`src/rtl/AHB_PKG.sv`:
```
// rtl/AHB_PKG.sv - AHB-Lite transfer and burst type definitions
package AHB_PKG;

  typedef logic [2:0] burst_t;

  typedef enum logic [1:0] {
    IDLE   = 2'd0,
    BUSY   = 2'd1,
    NONSEQ = 2'd2,
    SEQ    = 2'd3
  } trans_t;

endpackage

```
`src/rtl/ahb_arbiter.sv`:
```
// rtl/ahb_arbiter.sv - N-master AHB-Lite arbiter sharing one slave port
// Ownership moves only when the owner is IDLE with HREADY high, so bursts are never split.
module ahb_arbiter #(
  parameter int N_MASTERS    = 2,
  parameter int RR           = 0,
  parameter int STARVE_LIMIT = 255
) (
  input  logic                  HCLK,
  input  logic                  HRESET,
  input  logic [31:0]           M_HADDR  [N_MASTERS],
  input  AHB_PKG::burst_t       M_HBURST [N_MASTERS],
  input  AHB_PKG::trans_t       M_HTRANS [N_MASTERS],
  input  logic [N_MASTERS-1:0]  M_HWRITE,
  input  logic [31:0]           M_HWDATA [N_MASTERS],
  output logic [31:0]           M_HRDATA [N_MASTERS],
  output logic [N_MASTERS-1:0]  M_HREADY,
  output logic [N_MASTERS-1:0]  M_HRESP,
  output logic [31:0]           HADDR,
  output AHB_PKG::burst_t       HBURST,
  output AHB_PKG::trans_t       HTRANS,
  output logic                  HWRITE,
  output logic [31:0]           HWDATA,
  input  logic [31:0]           HRDATA,
  input  logic                  HREADY,
  input  logic                  HRESP,
  output logic [N_MASTERS-1:0]  GRANT_OUT,
  output logic [N_MASTERS-1:0]  STARVE_OUT
);
  import AHB_PKG::*;

  localparam int IW = (N_MASTERS > 1) ? $clog2(N_MASTERS) : 1;
  localparam int CW = (STARVE_LIMIT > 0) ? $clog2(STARVE_LIMIT + 1) : 1;
  localparam logic [CW-1:0] CNT_MAX = {CW{1'b1}};
  localparam logic [CW-1:0] LIMIT   = CW'(STARVE_LIMIT);

  logic [IW-1:0]        owner_q, owner_d;
  logic [IW-1:0]        last_q, last_d;
  logic [IW-1:0]        d_owner_q, d_owner_d;
  logic                 d_valid_q, d_valid_d;
  logic [CW-1:0]        wait_cnt_q [N_MASTERS];
  logic [CW-1:0]        wait_cnt_d [N_MASTERS];

  trans_t               owner_trans;
  logic [N_MASTERS-1:0] is_owner;
  logic [N_MASTERS-1:0] req;
  logic [IW-1:0]        winner;
  logic                 win_found;
  int                   cand;

  assign owner_trans = M_HTRANS[owner_q];

  always_comb begin
    HADDR  = M_HADDR[owner_q];
    HBURST = M_HBURST[owner_q];
    HWRITE = M_HWRITE[owner_q];
    HTRANS = HRESET ? IDLE : owner_trans;
    HWDATA = M_HWDATA[d_owner_q];
  end

  // Non-owners that present anything but IDLE are held off and must keep their address.
  always_comb begin
    for (int m = 0; m < N_MASTERS; m++) begin
      is_owner[m] = (owner_q == IW'(m));
      req[m]      = !is_owner[m] && (M_HTRANS[m] == NONSEQ);
      M_HRDATA[m] = HRDATA;
      if (HRESET) begin
        M_HREADY[m] = 1'b1;
      end else if (is_owner[m]) begin
        M_HREADY[m] = HREADY;
      end else begin
        M_HREADY[m] = (M_HTRANS[m] == IDLE);
      end
      M_HRESP[m]    = !HRESET && HRESP && d_valid_q && (d_owner_q == IW'(m));
      GRANT_OUT[m]  = HRESET ? (m == 0) : is_owner[m];
      STARVE_OUT[m] = !HRESET && (wait_cnt_q[m] >= LIMIT);
    end
  end

  // Scans run backwards so the last hit is the preferred one.
  always_comb begin
    winner    = owner_q;
    win_found = 1'b0;
    cand      = 0;
    if (RR == 0) begin
      for (int m = N_MASTERS - 1; m >= 0; m--) begin
        if (req[m]) begin
          winner    = IW'(m);
          win_found = 1'b1;
        end
      end
    end else begin
      for (int j = N_MASTERS; j >= 1; j--) begin
        cand = int'(last_q) + j;
        if (cand >= N_MASTERS) begin
          cand = cand - N_MASTERS;
        end
        if (req[cand]) begin
          winner    = IW'(cand);
          win_found = 1'b1;
        end
      end
    end
  end

  always_comb begin
    owner_d   = owner_q;
    last_d    = last_q;
    d_owner_d = d_owner_q;
    d_valid_d = d_valid_q;
    if (HREADY) begin
      d_owner_d = owner_q;
      d_valid_d = (owner_trans == NONSEQ) || (owner_trans == SEQ);
      if ((owner_trans == IDLE) && win_found) begin
        owner_d = winner;
        last_d  = winner;
      end
    end
    for (int m = 0; m < N_MASTERS; m++) begin
      wait_cnt_d[m] = wait_cnt_q[m];
      if (is_owner[m] || (M_HTRANS[m] == IDLE)) begin
        wait_cnt_d[m] = '0;
      end else if (!M_HREADY[m] && (wait_cnt_q[m] != CNT_MAX)) begin
        wait_cnt_d[m] = wait_cnt_q[m] + CW'(1);
      end
    end
  end

  always_ff @(posedge HCLK) begin
    if (HRESET) begin
      owner_q   <= '0;
      last_q    <= '0;
      d_owner_q <= '0;
      d_valid_q <= 1'b0;
      for (int m = 0; m < N_MASTERS; m++) begin
        wait_cnt_q[m] <= '0;
      end
    end else begin
      owner_q    <= owner_d;
      last_q     <= last_d;
      d_owner_q  <= d_owner_d;
      d_valid_q  <= d_valid_d;
      wait_cnt_q <= wait_cnt_d;
    end
  end

endmodule

```
`config.mk`:
```
export PLATFORM = sky130hd
export DESIGN_NAME = ahb_arbiter
export DESIGN_NICKNAME = d
export VERILOG_FILES = /design/src/rtl/AHB_PKG.sv /design/src/rtl/ahb_arbiter.sv
export SDC_FILE = /design/constraint.sdc
export NUM_CORES = 1
export LEC_CHECK = 0
export BUFFER_PORTS_ARGS = -buffer_cell sky130_fd_sc_hd__buf_2
export CAP_MARGIN = 20
export CORE_AREA = 2 2 124 126
export DETAILED_ROUTE_END_ITERATION = 12
export DIE_AREA = 0 0 126 128
export PLACE_DENSITY = 0.47
export SLEW_MARGIN = 20
export SYNTH_ARGS = -nofsm -noshare
export SYNTH_HDL_FRONTEND = slang
export SYNTH_SLANG_ARGS = --single-unit
```
`constraint.sdc`:
```
create_clock -name HCLK -period 2.65 [get_ports HCLK]
set_clock_uncertainty 0.2 [all_clocks]
set_input_delay 0.1325 -clock HCLK [delete_from_list [all_inputs] [get_ports HCLK]]
set_output_delay 0.1325 -clock HCLK [all_outputs]
set_load 0.05 [all_outputs]
```
# Yosys cells after proc, flatten, opt, wreduce, memory -nomap -nowiden
# Index checks and enable logic that the tools add are counted.
# word_totals
in_bits,176
reg_bits,19
output_inout_bits,142
wordCells,72
# classes
muxes,25
n_reduce_logical,25
add_sub_neg,2
n_eq_ne,6
magnitude_cmp,5
bitwise_logic,4
# op_table
cell,count
$mux W32,6
$add A8 B1 Y8 const B,2
$ge A8 B8 Y1 const B,2
$ne A8 B8 Y1 const B,2
$mux W1,12
$logic_and A1 B1 Y1,11
$mux W3,3
$eq A2 B2 Y1 const B,4
$mux W2,4
$logic_not A2 Y1,3
$ge A2 B2 Y1 const B,2
$logic_not A1 Y1,4
$not A1 Y2,2
$reduce_or A2 Y1,2
$logic_or A1 B1 Y1,3
$reduce_and A3 Y1,1
$lt A1 B2 Y1 const B,1
$not A1 Y1,2
$reduce_bool A2 Y1,1

# Depth between registers and ports, before layout
# Gate-level depths: netlist of run 1.
# depth
depth_word,7
depth_mapped,6
depth_no_buf,5

# Worst setup path before layout of run 1
# No wires, ideal clock.
# synth_path
kind,register -> output
startpoint,register d_owner_q
endpoint,output M_HRESP[0]
arrival_ps,2253
required_time_ps,2318
slack_ps,64
n_path_buf,2
stages_incl_launch_ff,4
cell_sequence,dfxtp_1 > clkbuf_1 > buf_1 > nor4bb_1
# synth_via
elab_chain_len,2
# synth_rtl
item,line_no,rtl
start: declaration,ahb_arbiter.sv:38,"logic [IW-1:0] d_owner_q, d_owner_d;"
start signal: assignment,ahb_arbiter.sv:140,d_owner_q <= d_owner_d;
$not A1 Y1,ahb_arbiter.sv:73,M_HRESP[m] = !HRESET && HRESP && d_valid_q && (d_owner_q == IW'(m));
$logic_and A1 B1 Y1,ahb_arbiter.sv:73,
end: declaration,ahb_arbiter.sv:17,"output logic [N_MASTERS-1:0] M_HRESP,"
# Every way passes these cells.

# Final worst setup path of run 1
# layout_path
startpoint,register owner_q
endpoint,output HADDR[11]
# layout_via
elab_chain_len,4
# layout_rtl
item,line_no,rtl
start: declaration,ahb_arbiter.sv:36,"logic [IW-1:0] owner_q, owner_d;"
start signal: assignment,ahb_arbiter.sv:138,owner_q <= owner_d;
$not A1 Y2 (implied by the code),ahb_arbiter.sv:53,HADDR = M_HADDR[owner_q];
$mux W32 (implied by the code) (3 in a row),ahb_arbiter.sv:53,
end: declaration,ahb_arbiter.sv:18,"output logic [31:0] HADDR,"
# Every way passes these cells. The select of a mux whose other input is x is not followed.

==> results.json, run 1 <==
{
  "status": "completed",
  "finalPower_mw": 1.18,
  "critical_path.startpoint": "owner_q",
  "ys_types": 45,
  "root_buffer": "clkbuf_16",
  "reg2reg_to": "wait_cnt_q[15]",
  "core_sq_mm": 0.0149,
  "slew_headroom": 0.623,
  "grt_pass1_vias": 2292,
  "areaGrowthSynthToFinish_pct": 39.6,
  "final.fill_count": 1642,
  "tightest_slew_ns": 0.561,
  "power_density_mw_per_mm2": 370,
  "critical_path_class": "reg2out",
  "layout.nets": 591,
  "port_buffers": 221,
  "cp_max_fo": 38,
  "clkTransAtPathRegs_ns": 0.05,
  "antenna_found_initial": 1,
  "gp_congestion": 0.743,
  "die_w_um": 126,
  "grt_usage": 0.0855,
  "start_util": 0.154,
  "holdPathStages": 3,
  "ant_nets": 0,
  "dp_hpwl_mm": 6.99,
  "fin_ws_ns": 0.515,
  "drtIter0Drc": 68,
  "num_vias": 2423,
  "synth_edf_count": 0,
  "dieArea_sq_mm": 0.0161,
  "avgRoutedWirePerCell_um": 13.3,
  "diodes": 0,
  "multi_input_area_sq_mm": 0.00136,
  "finalCritPeriodShare": 0.806,
  "cts_sinks": 19,
  "setup_tns_ns": 0,
  "yosys_warnings": 0,
  "irDropWorstVdd_mv": 0.303,
  "crit_end": "HADDR[11]",
  "design_area_sq_mm": 0.00320,
  "regArea_sq_um": 382,
  "r2r_slack_ns": 0.80,
  "period_needed_ns": 2.14,
  "setup_violations": 0,
  "hold_violations": 0,
  "power_leakage_nw": 1.52,
  "io_pins": 318,
  "clockBufferDepth": 2,
  "end_kind": "primary output",
  "post_synth.cell_area_avg_sq_um": 8.82,
  "arrival_ns": 1.80,
  "cp-start-kind": "register",
  "wirelength_mm": 7.98,
  "first_pass_iters": 4,
  "ys_ff_latch": 19,
  "maxSlewViolCount": 0,
  "netlist_instances": 260,
  "route.detailed.drc": 0,
  "max_clock_freq_mhz": 468,
  "die_y_um": 128,
  "cts_htree_levels": 1,
  "hold_class": "in2reg",
  "dpl_cell_area_sq_mm": 0.00311,
  "dp_slack_ns": 0.769,
  "cp.required_ns": 2.32,
  "synthFlopType": "dfxtp_1",
  "viasPerCell": 4.04,
  "grt_pass1_wl_mm": 11.4,
  "worstSkewPairLatency_ns": 0.25,
  "rr_worst_depth": 5,
  "synthesis.area_sq_mm": 0.00229,
  "drive_gt1_frac": 0.743,
  "grt_max_degree": 39,
  "grt-ovfl-total": 0,
  "r2r-start": "owner_q",
  "synth-seq-area-share": 0.166,
  "numCtsBuffers": 3,
  "ys_async_sr_fraction": 0,
  "tritoncts": "done",
  "synth_nets": 438,
  "rsz0062_at_grt": "no",
  "maxCapViolCount": 0,
  "row_count": 45
}
synthesized netlist by cell type (4+ instances only):
library cell	n	area (sq um)
a31oi_1	4	25.0
mux2_2	68	766
o21ai_0	4	20.0
clkbuf_1	8	30.0
a21oi_1	6	30.0
nand3_1	5	25.0
buf_4	64	480
nor3_1	8	40.0
dfxtp_1	19	380
and3_1	4	25.0
nand2_1	5	18.8
nor2_1	17	63.8
stage by stage:
stage	utilization	hold WS (ns)	cells
after floorplan	-	0.135	260
after global placement	0.209	0.0655	595
after detailed placement	0.209	0.0655	595
after CTS	0.215	0.0648	600
after global routing	0.215	0.0651	600
final	0.215	0.0568	600
cells by family after synthesis:
kind of cell / Yosys count / share of synthesized area
xor+xnor: 2 / 0.00764
buf+inv: 80 / 0.242
mux: 71 / 0.347
simple gates: 59 / 0.142
compound gates: 27 / 0.0835
fa+ha+maj: 2 / 0.0109
flops: 19 / 0.166
critical path: stages, from the launching register on:
cell and delay, ns:
dfxtp_2 0.46, buf_4 0.46, mux2_2 0.40, buf_2 0.21
worst min path at each step:
stage | start | endpoint
after CTS | HRESET | d_owner_q
final | M_HTRANS[3] | owner_q
after global routing | HRDATA[14] | M_HRDATA[14]
after global placement | HRDATA[1] | M_HRDATA[33]
after floorplan | HREADY | d_valid_q
after detailed placement | HRDATA[1] | M_HRDATA[33]
layer usage:
layer | GRT usage | share of wire | up-vias
met5 | 0 | 0 | -
met4 | 0.0110 | 0.016 | 0
met3 | 0.0288 | 0.11 | 22
met2 | 0.151 | 0.48 | 171
met1 | 0.103 | 0.39 | 1056
li1 | - | - | 1174
final cells by class:
type,count,share of cell area
clock buffers,3,0.0235
clock inverters,1,0.00156
inverters,4,0.00469
multi-input cells,161,0.424
flip-flops and latches,19,0.119
well taps,188,0.0735
repair buffers,224,0.354
sequential cells by signal, summed over array words and instances, names as in the netlist:
signal and flops:
wait_cnt_q 16, d_valid_q 1, d_owner_q 1, owner_q 1
what timing repair did:
action | in CTS | in global routing
hold endpoints to repair | 1 | 0
buffers inserted | 0 | 0
hold buffers | 1 | 0
setup endpoints to repair | 0 | 0
gates resized for setup | 0 | 0
power by group:
group          switching (mW)  leakage (nW)  internal (mW)
combinational           0.379          1.32          0.200
sequential            0.00681         0.154          0.292
clock                   0.103        0.0409          0.202
cells in the final DEF, fill, tap and decap left out, types with 2 or more instances in the layout:
cell / count
a211oi_1: 3
a21oi_1: 6
a31oi_1: 4
and3_1: 4
buf_2: 221
buf_4: 2
clkbuf_16: 3
dfxtp_1: 18
ha_1: 2
inv_1: 3
mux2_2: 68
mux2i_1: 3
nand2_1: 5
nand3_1: 5
nand4_1: 2
nor2_1: 17
nor3_1: 8
o21ai_0: 4
o31ai_1: 2
or2_2: 2
or3_2: 2
or4_1: 2
xnor2_1: 2
Power figures use the tool's default switching activity.
==> run 2: changes to the inputs <==
--- a/config.mk
+++ b/config.mk
@@ -7,10 +7,10 @@
 export LEC_CHECK = 0
 export BUFFER_PORTS_ARGS = -buffer_cell sky130_fd_sc_hd__buf_2
 export CAP_MARGIN = 20
-export CORE_AREA = 2 2 124 126
+export CORE_AREA = 2 2 125 127
 export DETAILED_ROUTE_END_ITERATION = 12
-export DIE_AREA = 0 0 126 128
-export PLACE_DENSITY = 0.47
+export DIE_AREA = 0 0 127 129
+export PLACE_DENSITY = 0.48
 export SLEW_MARGIN = 20
 export SYNTH_ARGS = -nofsm -noshare
 export SYNTH_HDL_FRONTEND = slang
==> constraint.sdc (replaced) <==
create_clock -name HCLK -period 1.8 [get_ports HCLK]
set_clock_uncertainty 0.2 [all_clocks]
set_input_delay 0.09 -clock HCLK [delete_from_list [all_inputs] [get_ports HCLK]]
set_output_delay 0.09 -clock HCLK [all_outputs]
set_load 0.05 [all_outputs]
==> run 2 against run 1 <==
Against the previous run: via count increased by 10%; first-iteration DRC count increased by 41%; hold slack got worse by 0.0063 ns; register-to-register slack worse by 0.74 ns; die area increased by 1.6%; sequential share of layout area fell by 1.7 points; clock-buffer cell count unchanged; utilization increased by 4.0 points; worst setup slack lost 0.49 ns; cell area increased by 19%; non-clock buffer count rose by 47; critical path type unchanged; largest power group unchanged.
==> results.json, run 2 (synthesis results as in run 1) <==
{
  "finalCritPeriodShare": 0.987,
  "cts_sinks": 19,
  "areaGrowthSynthToFinish_pct": 66.5,
  "antenna_found_initial": 13,
  "fin_ws_ns": 0.0237,
  "crit_path_cell_trace": "ha_4 -> nand4_1 -> or2_4 -> nor2_4 -> buf_6",
  "ant_nets": 0,
  "path_buf_inv": 1,
  "grt_max_degree": 35,
  "wirelength_mm": 10.8,
  "drive_gt1_frac": 0.732,
  "core_sq_mm": 0.0150,
  "num_vias": 2667,
  "grt_pass1_wl_mm": 13.8,
  "cp_top_family": "simple AND/OR/NAND/NOR gates",
  "arrival_ns": 1.49,
  "hold_class": "in2reg",
  "top_register": "wait_cnt_q",
  "busiest_layer": "met1",
  "drtIter0Drc": 96,
  "maxSlewViolCount": 0,
  "p_comb_frac": 0.582,
  "start_util": 0.153,
  "fin_util": 0.255,
  "switchingPower_mw": 1.05,
  "cpMaxStageDelayCell": "dfxtp_2",
  "swShare": 0.489,
  "clockBufferDepth": 2,
  "route.detailed.drc": 0,
  "die_y_um": 129,
  "critical_path_class": "reg2out",
  "cp.required_ns": 1.51,
  "end_kind": "primary output",
  "die_w_um": 127,
  "power_density_mw_per_mm2": 564,
  "port_buffers": 221,
  "cpPeakStageDelay_ns": 0.37,
  "largest_register_ffs": 16,
  "internal_power_mw": 1.10,
  "root_buffer": "clkbuf_16",
  "status": "completed",
  "use_met3": 0.0669,
  "setup_violations": 0,
  "layout.nets": 638,
  "gp_congestion": 0.799,
  "tightest_slew_ns": 1.06,
  "power_frac_clock": 0.213,
  "avgRoutedWirePerCell_um": 16.5,
  "max_clock_freq_mhz": 563,
  "tritoncts": "done",
  "irDropWorstVdd_mv": 0.352,
  "maxCapViolCount": 0,
  "first_pass_iters": 4,
  "power_frac_seq": 0.205,
  "numCtsBuffers": 3,
  "viasPerCell": 4.09,
  "period_needed_ns": 1.78,
  "final_cell_mix": "218 x buf_2, 68 x mux2_2, 33 x dlygate4sd3_1",
  "hold_violations": 0,
  "grt_usage": 0.112,
  "use_met2": 0.153,
  "setup_tns_ns": 0,
  "grt_pass1_vias": 2434,
  "rsz0062_at_grt": "yes",
  "cp_max_fo": 5,
  "use_met1": 0.156,
  "power_leakage_nw": 1.74,
  "dp_slack_ns": 0.0487,
  "cts_htree_levels": 1,
  "dp_hpwl_mm": 8.72,
  "clkTransAtPathRegs_ns": 0.06,
  "row_count": 45,
  "worstSkewPairLatency_ns": 0.25,
  "cp-start-kind": "register",
  "slew_headroom": 0.288,
  "dieArea_sq_mm": 0.0164,
  "io_pins": 318,
  "grt-ovfl-total": 0,
  "final_common_cell": "buf_2"
}
[run 2: final cells by class]
cell class,count,area [sq um]
Antenna cell,5,12.5
Clock buffer,3,75.1
Clock inverter,1,5.00
Fill cell,1602,11200
Inverter,4,21.3
Multi-Input combinational cell,161,1430
Sequential cell,19,392
Tap cell,188,235
Timing Repair Buffer,271,1650
[run 2: through the flow]
step | std cells | total power, mW | area, sq um | hold WS (ns)
floorplan | 260 | 1.42 | 2330 | 0.0922
global placement | 601 | 1.32 | 3220 | -0.0195
detailed placement | 601 | 1.33 | 3220 | -0.0195
CTS | 639 | 2.15 | 3680 | 0.0418
global route | 648 | 2.24 | 3810 | 0.0772
finish | 652 | 2.15 | 3820 | 0.0505
[run 2: what timing repair did]
action,CTS,global route
hold buffers,33,0
endpoints found under the setup margin,39,12
endpoints found under the hold margin,65,0
pin swaps,1,8
resized for setup,11,13
buffers inserted,0,7
gates cloned,1,1
[run 2: final timing paths]
| kind | startpoint | endpoint | slack (ns) | depth (start not counted) |
|---|---|---|---|---|
| setup reg to reg | owner_q | wait_cnt_q[13] | 0.06 | 4 |
| hold / removal | HRESET | wait_cnt_q[7] | 0.05 | 3 |
| hold reg to reg | wait_cnt_q[15] | wait_cnt_q[15] | 0.30 | 1 |
| setup / recovery | wait_cnt_q[0] | STARVE_OUT[1] | 0.02 | 5 |
[run 2: layer usage]
| metal | share of wire | wire length (um) |
|---|---|---|
| met1 | 0.42 | 4530 |
| met2 | 0.42 | 4570 |
| met3 | 0.15 | 1610 |
| met4 | 0.0013 | 14 |
| met5 | 0.0038 | 41 |
[run 2: power groups by stage]
stage | Combinational (mW) | Sequential (mW) | Clock [mW]
finish | 1.25 | 0.442 | 0.458
global route | 1.30 | 0.444 | 0.491
CTS | 1.24 | 0.440 | 0.468
detailed placement | 0.882 | 0.449 | 0
global placement | 0.875 | 0.448 | 0
floorplan | 0.980 | 0.444 | 0
[run 2: tightest hold or removal path, delay by kind of cell]
family,cells,cell delay [ns]
compound gates,1,0.11
simple gates,1,0.10
buf+inv,1,0.15
==> run 3: changes to the inputs <==
--- a/config.mk
+++ b/config.mk
@@ -11,6 +11,7 @@
 export DETAILED_ROUTE_END_ITERATION = 12
 export DIE_AREA = 0 0 127 129
 export PLACE_DENSITY = 0.48
+export RECOVER_POWER = 25
 export SLEW_MARGIN = 20
 export SYNTH_ARGS = -nofsm -noshare
 export SYNTH_HDL_FRONTEND = slang
==> run 3 against run 2 <==
Against the previous run: non-clock buffer count stayed put; total power decreased by 0.17%; die area unchanged; via count fell by 0.19%; cell area hardly changed; worst setup slack lost 0.0044 ns; sequential share of layout area hardly changed; critical path depth unchanged; register-to-register slack about the same.
==> results.json, run 3 (synthesis results as in run 1) <==
{
  "maxCapViolCount": 0,
  "end_kind": "primary output",
  "dieArea_sq_mm": 0.0164,
  "worstSkewPairLatency_ns": 0.25,
  "tritoncts": "done",
  "antenna_found_initial": 13,
  "design_area_sq_mm": 0.00381,
  "layout.nets": 638,
  "irDropWorstVdd_mv": 0.352,
  "avgRoutedWirePerCell_um": 16.5,
  "clkTransAtPathRegs_ns": 0.06,
  "finalPower_mw": 2.15,
  "busiest_layer": "met1",
  "maxSlewViolCount": 0,
  "first_pass_iters": 4,
  "start_util": 0.153,
  "p_comb_frac": 0.582,
  "dp_cells": 601,
  "top_register": "wait_cnt_q",
  "wirelength_mm": 10.8,
  "power_frac_seq": 0.205,
  "drive_gt1_frac": 0.730,
  "power_frac_clock": 0.212,
  "cp-start-kind": "register",
  "internal_power_mw": 1.10,
  "largest_register_ffs": 16,
  "drtIter0Drc": 88,
  "arrival_ns": 1.49,
  "row_count": 45,
  "grt_pass1_wl_mm": 13.8,
  "tightest_slew_ns": 1.07,
  "max_clock_freq_mhz": 562,
  "use_met1": 0.156,
  "slew_headroom": 0.286,
  "finalCritPeriodShare": 0.989,
  "grt_max_degree": 35,
  "io_pins": 318,
  "hold_class": "in2reg",
  "use_met2": 0.153,
  "power_leakage_nw": 1.73,
  "cts_sinks": 19,
  "final_cells": 652,
  "cts_htree_levels": 1,
  "r2r_slack_ns": 0.06,
  "final_cell_mix": "218 x buf_2, 68 x mux2_2, 33 x dlygate4sd3_1",
  "status": "completed",
  "power_density_mw_per_mm2": 564,
  "switchingPower_mw": 1.05,
  "swShare": 0.489,
  "gp_congestion": 0.799,
  "die_y_um": 129,
  "cp.required_ns": 1.51,
  "hold_violations": 0,
  "areaGrowthSynthToFinish_pct": 66.4,
  "port_buffers": 221,
  "use_met3": 0.0669,
  "final.fill_count": 1602,
  "core_sq_mm": 0.0150,
  "numCtsBuffers": 3,
  "period_needed_ns": 1.78,
  "dp_hpwl_mm": 8.72,
  "grt-ovfl-total": 0,
  "setup_violations": 0,
  "clockBufferDepth": 2,
  "grt_pass1_vias": 2434,
  "rsz0062_at_grt": "yes",
  "setup_tns_ns": 0,
  "critical_path_class": "reg2out",
  "viasPerCell": 4.08,
  "die_w_um": 127,
  "num_vias": 2662,
  "rr_worst_depth": 4,
  "root_buffer": "clkbuf_16",
  "grt_usage": 0.112,
  "ant_nets": 0,
  "route.detailed.drc": 0,
  "dpl_cell_area_sq_mm": 0.00322,
  "final_common_cell": "buf_2",
  "cp_max_fo": 5,
  "holdPathStages": 3
}
[run 3: metrics by stage]
| step | utilization | setup slack [ns] | hold WS, ns |
|---|---|---|---|
| floorplan | - | 0.00443 | 0.0922 |
| global placement | 0.215 | 0.0793 | -0.0195 |
| detailed placement | 0.215 | 0.0487 | -0.0195 |
| CTS | 0.246 | -0.00787 | 0.0418 |
| global route | 0.254 | -0.0162 | 0.0772 |
| finish | 0.255 | 0.0193 | 0.0456 |
[run 3: layout make-up]
cell class | count | area [sq um] | area share
clock buffers | 3 | 75.1 | 0.0197
diodes | 5 | 12.5 | 0.00328
well taps | 188 | 235 | 0.0617
clock inverters | 1 | 5.00 | 0.00131
inverters | 4 | 21.3 | 0.00558
flip-flops and latches | 19 | 392 | 0.103
repair buffers | 271 | 1640 | 0.430
multi-input cells | 161 | 1430 | 0.375
[run 3: what timing repair did]
action	4_1_cts	5_1_grt
endpoints found under the hold margin	65	0
cloned	1	1
pin swaps	1	8
hold buffers	33	0
gates resized for setup	11	13
endpoints found under the setup margin	39	12
setup buffers	0	7
[run 3: path summary, 6_finish.rpt]
| check | from | to |
|---|---|---|
| worst min-delay path | HRESET | wait_cnt_q[7] |
| worst max-delay path | wait_cnt_q[0] | STARVE_OUT[1] |
| worst max register to register | owner_q | wait_cnt_q[13] |
| worst min register to register | wait_cnt_q[15] | wait_cnt_q[15] |
[run 3: layer usage]
| layer | share of wire | up-vias |
|---|---|---|
| li1 | - | 1269 |
| met3 | 0.15 | 10 |
| met5 | 0.0038 | - |
| met4 | 0.0015 | 6 |
| met2 | 0.43 | 185 |
| met1 | 0.42 | 1192 |
[run 3: power groups by stage]
stage / combinational (mW) / sequential, mW / clock (mW)
2_1_floorplan: 0.980 / 0.444 / 0
3_3_place_gp: 0.875 / 0.448 / 0
4_1_cts: 1.24 / 0.440 / 0.468
5_1_grt: 1.30 / 0.444 / 0.491
3_5_place_dp: 0.882 / 0.449 / 0
6_report: 1.25 / 0.442 / 0.456
[run 3: worst max-delay path, stage by stage, from the launching register on]
cell and delay (ns):
dfxtp_2 0.37, ha_4 0.14, nand4_1 0.15, or2_4 0.33, nor2_4 0.09, buf_6 0.16
